--- config.mk ---
export PLATFORM = sky130hd
export DESIGN_NAME = instruction_encoder
export DESIGN_NICKNAME = d
export VERILOG_FILES = /design/src/rtl/instruction_encoder.sv
export SDC_FILE = /design/constraint.sdc
export NUM_CORES = 1
export LEC_CHECK = 0
export BUFFER_PORTS_ARGS = -buffer_cell sky130_fd_sc_hd__buf_2
export CAP_MARGIN = 10
export CORE_ASPECT_RATIO = 0.7
export CORE_MARGIN = 5
export CORE_UTILIZATION = 51
export CTS_BUF_LIST = sky130_fd_sc_hd__clkbuf_8 sky130_fd_sc_hd__clkbuf_16
export CTS_CLUSTER_SIZE = 25
export DETAILED_ROUTE_END_ITERATION = 16
export GPL_TIMING_DRIVEN = 0
export PLACE_DENSITY = 0.83
export SYNTH_ARGS = -nofsm -noshare
export SYNTH_HDL_FRONTEND = slang
export SYNTH_SLANG_ARGS = --single-unit
--- constraint.sdc ---
create_clock -name clk -period 8.15 [get_ports clk]
set_clock_uncertainty 0.2 [all_clocks]
set_input_delay 1.2225 -clock clk [delete_from_list [all_inputs] [get_ports clk]]
set_output_delay 1.2225 -clock clk [all_outputs]
set_load 0.01 [all_outputs]
--- src/rtl/instruction_encoder.sv ---
// Packs decoded instruction fields into 32-bit words and streams them to instruction memory.
// Define ENCODER_ILLEGAL_CHECK_EN to drop illegal opcodes and raise a sticky err flag.
module instruction_encoder #(
    parameter int bus = 32
) (
    input  logic           clk,
    input  logic           rst,
    input  logic           start,
    input  logic [bus-1:0] base_addr,
    input  logic           in_valid,
    output logic           in_ready,
    input  logic           in_last,
    input  logic [1:0]     FUNTYPE,
    input  logic [1:0]     FUNCODE,
    input  logic [3:0]     rd,
    input  logic [3:0]     ra,
    input  logic [3:0]     rb,
    input  logic [14:0]    imm,
    input  logic           imm_sel,
    output logic           imem_we,
    input  logic           imem_ready,
    output logic [bus-1:0] imem_addr,
    output logic [31:0]    imem_wdata,
    output logic           busy,
    output logic           done,
    output logic           err,
    output logic [15:0]    count
);

    typedef enum logic [1:0] {IDLE, RUN, FLUSH, DONE} state_t;

    state_t         state;
    logic [bus-1:0] next_addr;
    logic [1:0]     rst_sync;
    logic           rst_int_n;
    logic           accept;
    logic           commit;
    logic           write_word;

    // Assertion is immediate; release waits two clock edges so no flop sees a half-released reset.
    always_ff @(posedge clk or negedge rst) begin
        if (!rst) rst_sync <= 2'b00;
        else      rst_sync <= {rst_sync[0], 1'b1};
    end
    assign rst_int_n = rst_sync[1];

    assign in_ready = (state == RUN) && (!imem_we || imem_ready);
    assign accept   = in_valid && in_ready;
    assign commit   = imem_we && imem_ready;

`ifdef ENCODER_ILLEGAL_CHECK_EN
    function automatic logic is_legal(input logic [3:0] op);
        return !(op == 4'b0110 || op == 4'b0111 || op == 4'b1010 || op == 4'b1011);
    endfunction
    assign write_word = accept && is_legal({FUNTYPE, FUNCODE});
`else
    assign write_word = accept;
    assign err        = 1'b0;
`endif

    always_ff @(posedge clk or negedge rst_int_n) begin
        if (!rst_int_n) begin
            state      <= IDLE;
            next_addr  <= '0;
            imem_we    <= 1'b0;
            imem_addr  <= '0;
            imem_wdata <= '0;
            count      <= '0;
            busy       <= 1'b0;
            done       <= 1'b0;
`ifdef ENCODER_ILLEGAL_CHECK_EN
            err        <= 1'b0;
`endif
        end else begin
            if (commit && count != 16'hFFFF) count <= count + 16'd1;

            // A new word replaces a committing one in the same cycle, giving gap-free writes.
            if (write_word) begin
                imem_we    <= 1'b1;
                imem_addr  <= next_addr;
                imem_wdata <= {FUNTYPE, FUNCODE, rd, ra, rb, imm, imm_sel};
                next_addr  <= next_addr + bus'(4);
            end else if (commit) begin
                imem_we <= 1'b0;
            end

`ifdef ENCODER_ILLEGAL_CHECK_EN
            if (accept && !write_word) err <= 1'b1;
`endif

            case (state)
                IDLE: begin
                    if (start) begin
                        state     <= RUN;
                        busy      <= 1'b1;
                        next_addr <= base_addr;
                        count     <= '0;
`ifdef ENCODER_ILLEGAL_CHECK_EN
                        err       <= 1'b0;
`endif
                    end
                end
                RUN: begin
                    if (accept && in_last) state <= FLUSH;
                end
                FLUSH: begin
                    if (!imem_we || commit) begin
                        state <= DONE;
                        done  <= 1'b1;
                    end
                end
                DONE: begin
                    state <= IDLE;
                    done  <= 1'b0;
                    busy  <= 1'b0;
                end
                default: state <= IDLE;
            endcase
        end
    end

endmodule

==> key figures <==
Global routing
  • Pin count of the biggest net entering global routing: 73
  • First-pass GRT wire length: 21.6 mm
  • Initial antenna violation count: 0
  • GR Util All Layers: 21.4%
  • Vias in the first global route: 4315
  • Grt ovf: 0

Die
  • Die ar.: 12700 um2
  • I/O pin count: 155
  • Initial core utilization: 52.0%
  • Die Width: 133 um
  • Core ar.: 10300 um2
  • Row count: 31
  • Die Y: 95.8 um

Route
  • ANT nets after route: 0
  • DRC violations left: 0
  • Drt wl/cell: 17.0 um
  • Via-to-Cell Ratio: 5.49
  • DR iter-0 viols: 209
  • Routed vias: 4262
  • Drt total wl: 13.2 mm
  • DRT Pass-1 Iters: 5

Clocking
  • Clock sink count: 119
  • Worst skew pair latency: 410 ps
  • Hold-fix buffers at CTS: 0
  • TritonCTS clock tree: done
  • Cts bufs inserted: 17
  • Resized cells post-CTS: 0
  • H-tree depth: 4
  • Setup repair bufs after CTS: 0
  • Buffer levels on the longest clock path: 2
  • CTS root buffer: clkbuf_16
  • Clock-pin transition on the worst setup and hold timing paths: 50 ps

Worst setup path
  • Critical-path cell list: buf_2, nand2b_1, and2_1, buf_2
  • Required @ worst endpoint: 6730 ps
  • Bufs and invs on worst path: 2
  • Setup CP Type: input port to output port
  • CP max stage cell: nand2b_1
  • Delay of the slowest critical-path stage: 190 ps
  • CP most frequent cell: buf_2
  • Element type at the critical path start: input port
  • CP Capture Type: output port
  • CP Max Fanout: 7
  • Worst endpoint data arrival time: 1870 ps
  • Critical path's top delay family: simple AND/OR/NAND/NOR gates

Yosys
  • #FFs+latches synth: 119
  • Synth Warn #: 0
  • Commonest cells in the netlist: dfrtp_1 (119), mux2_1 (65), nand2_1 (61), o21ai_1 (28), xor2_1 (19)
  • Largest area contributor in the netlist: dfrtp_1
  • Cells after synthesis: 458
  • Mapped cell area: 5360 um2
  • Most used standard cell by instance count after synthesis: dfrtp_1
  • Post-synth EDFFs: 0
  • Syn avg cell area: 11.7 um2
  • Syn nets: 534
  • Async S/R FF share, synth: 100%
  • Sequential-to-total area share from yosys stat: 55.5%
  • Top cells by area, synth: dfrtp_1 (56%), mux2_1 (14%), nand2_1 (4.3%)
  • Top_reg_cell synth: dfrtp_1
  • Synth top area share: 55.5%
  • Library cells used by synthesis: 45

Power and ir drop
  • P_leak: 0.00326 uW
  • Maximum VDD drop: 0.000198 V
  • Pwr/cell area: 369 nW/um2
  • Total Power: 2560 uW

Timing
  • Relative slew slack: 45.3%
  • Min cycle time layout: 3290 ps
  • RSZ-0062 raised after global routing: no
  • Setup TNS: 0 ps
  • Tightest Pin Transition: 814 ps
  • Fmax: 304 MHz
  • Part of the cycle the worst path needs: 40.4%
  • Slew Viols, Final: 0
  • Final hold vios: 0
  • Final setup vio count: 0

Finish
  • Layout Nets: 707
  • Area Overhead vs Synth: 29.5%
  • Antenna Cells: 0
  • Fin area: 6940 um2
  • Layout cell share with drive strength beyond 1: 32.0%

Run
  • Maxcap violations: 0

Placement
  • HPWL after DPL: 9.77 mm
  • Port Buffers: 153
  • Final RePlAce weighted congestion: 0.841
  • Area after DPL: 6320 um2

Run status
  • Status: finished clean

Worst hold path
  • Tightest Hold Check Type: register to asynchronous set/reset pin
==> metal layers <==
layer / vias to the layer above / part of all wire, % / GRT usage, % / wire [um]
met5: - / 0 / 0 / 0
met4: 0 / 1.5 / 7.70 / 191
met3: 18 / 8.4 / 7.11 / 1100
met2: 186 / 44 / 32.7 / 5860
met1: 2089 / 46 / 29.0 / 6020
li1: 1969 / - / - / -
==> final cells by class <==
class / instances / area (um2)
plain buffers: 21 / 106
well taps: 132 / 165
clock buffers: 22 / 494
clock inverters: 10 / 125
fillers: 769 / 3370
flip-flops and latches: 119 / 2980
inverters: 5 / 18.8
multi-input cells: 313 / 2260
repair buffers: 154 / 793
==> report_power, final <==
part           switching (uW)  internal (uW)
Clock                     252            516
Sequential                186            839
Combinational             415            355
Total                     853           1710
==> stage by stage <==
step	utilization [%]	hold WS, ps	cells	setup WS (ps)
6_report	67.3	147	776	4860
2_1_floorplan	-	131	458	4390
5_1_grt	67.3	157	776	4780
4_1_cts	67.3	155	776	4860
3_3_place_gp	61.0	138	743	3290
3_5_place_dp	61.3	146	744	4840
==> worst paths after layout <==
path	cells after the start	slack, ps	startpoint	to
worst max-delay path	4	4860	imem_ready	in_ready
worst min-delay path	0	150	rst_sync[1]$_DFF_PN0_	imem_wdata[8]$_DFFE_PN0N_
worst max register to register	7	5390	state[1]$_DFFE_PN0P_	imem_wdata[22]$_DFFE_PN0N_
worst min register to register	0	150	rst_sync[1]$_DFF_PN0_	imem_wdata[8]$_DFFE_PN0N_
max in group asynchronous	1	6840	rst_sync[1]$_DFF_PN0_	imem_addr[28]$_DFFE_PN0N_
min in group clk	0	150	rst_sync[0]$_DFF_PN0_	rst_sync[1]$_DFF_PN0_
==> state kept, by name, indices dropped and copies added (netlist names) <==
signal      count
rst_sync        2
busy            1
count          16
imem_wdata     32
done            1
state           2
imem_addr      32
next_addr      32
imem_we         1
==> cell families (layout without fill, tap and decap cells) <==
| kind of cell | after synthesis | in the layout | synth area share, % |
|---|---|---|---|
| buf+inv | 26 | 212 | 2.33 |
| other cells | 2 | 2 | 0.140 |
| xor+xnor | 37 | 37 | 6.04 |
| fa+ha+maj | 6 | 6 | 1.40 |
| simple gates | 153 | 153 | 15.4 |
| flops | 119 | 119 | 55.5 |
| compound gates | 48 | 48 | 5.09 |
| mux | 67 | 67 | 14.0 |
==> cells in the final DEF (no fill, tap or decap), types with 3 or more instances in the layout <==
cell / instances
clkbuf_16: 17
a21oi_1: 6
bufinv_16: 3
nand2_1: 61
nor4_1: 5
nand3_1: 13
o21ai_1: 28
and3_1: 6
clkbuf_1: 9
dfrtp_1: 118
and2_1: 3
ha_1: 6
nor3_1: 9
and4_1: 5
buf_4: 3
inv_1: 7
a31oi_1: 3
nor4_2: 5
nand4_1: 16
mux2_1: 65
nor2_1: 16
xnor2_1: 18
clkinv_2: 4
xor2_1: 19
buf_2: 160
clkbuf_8: 5
Note: power is estimated with default switching activity, not from simulation.
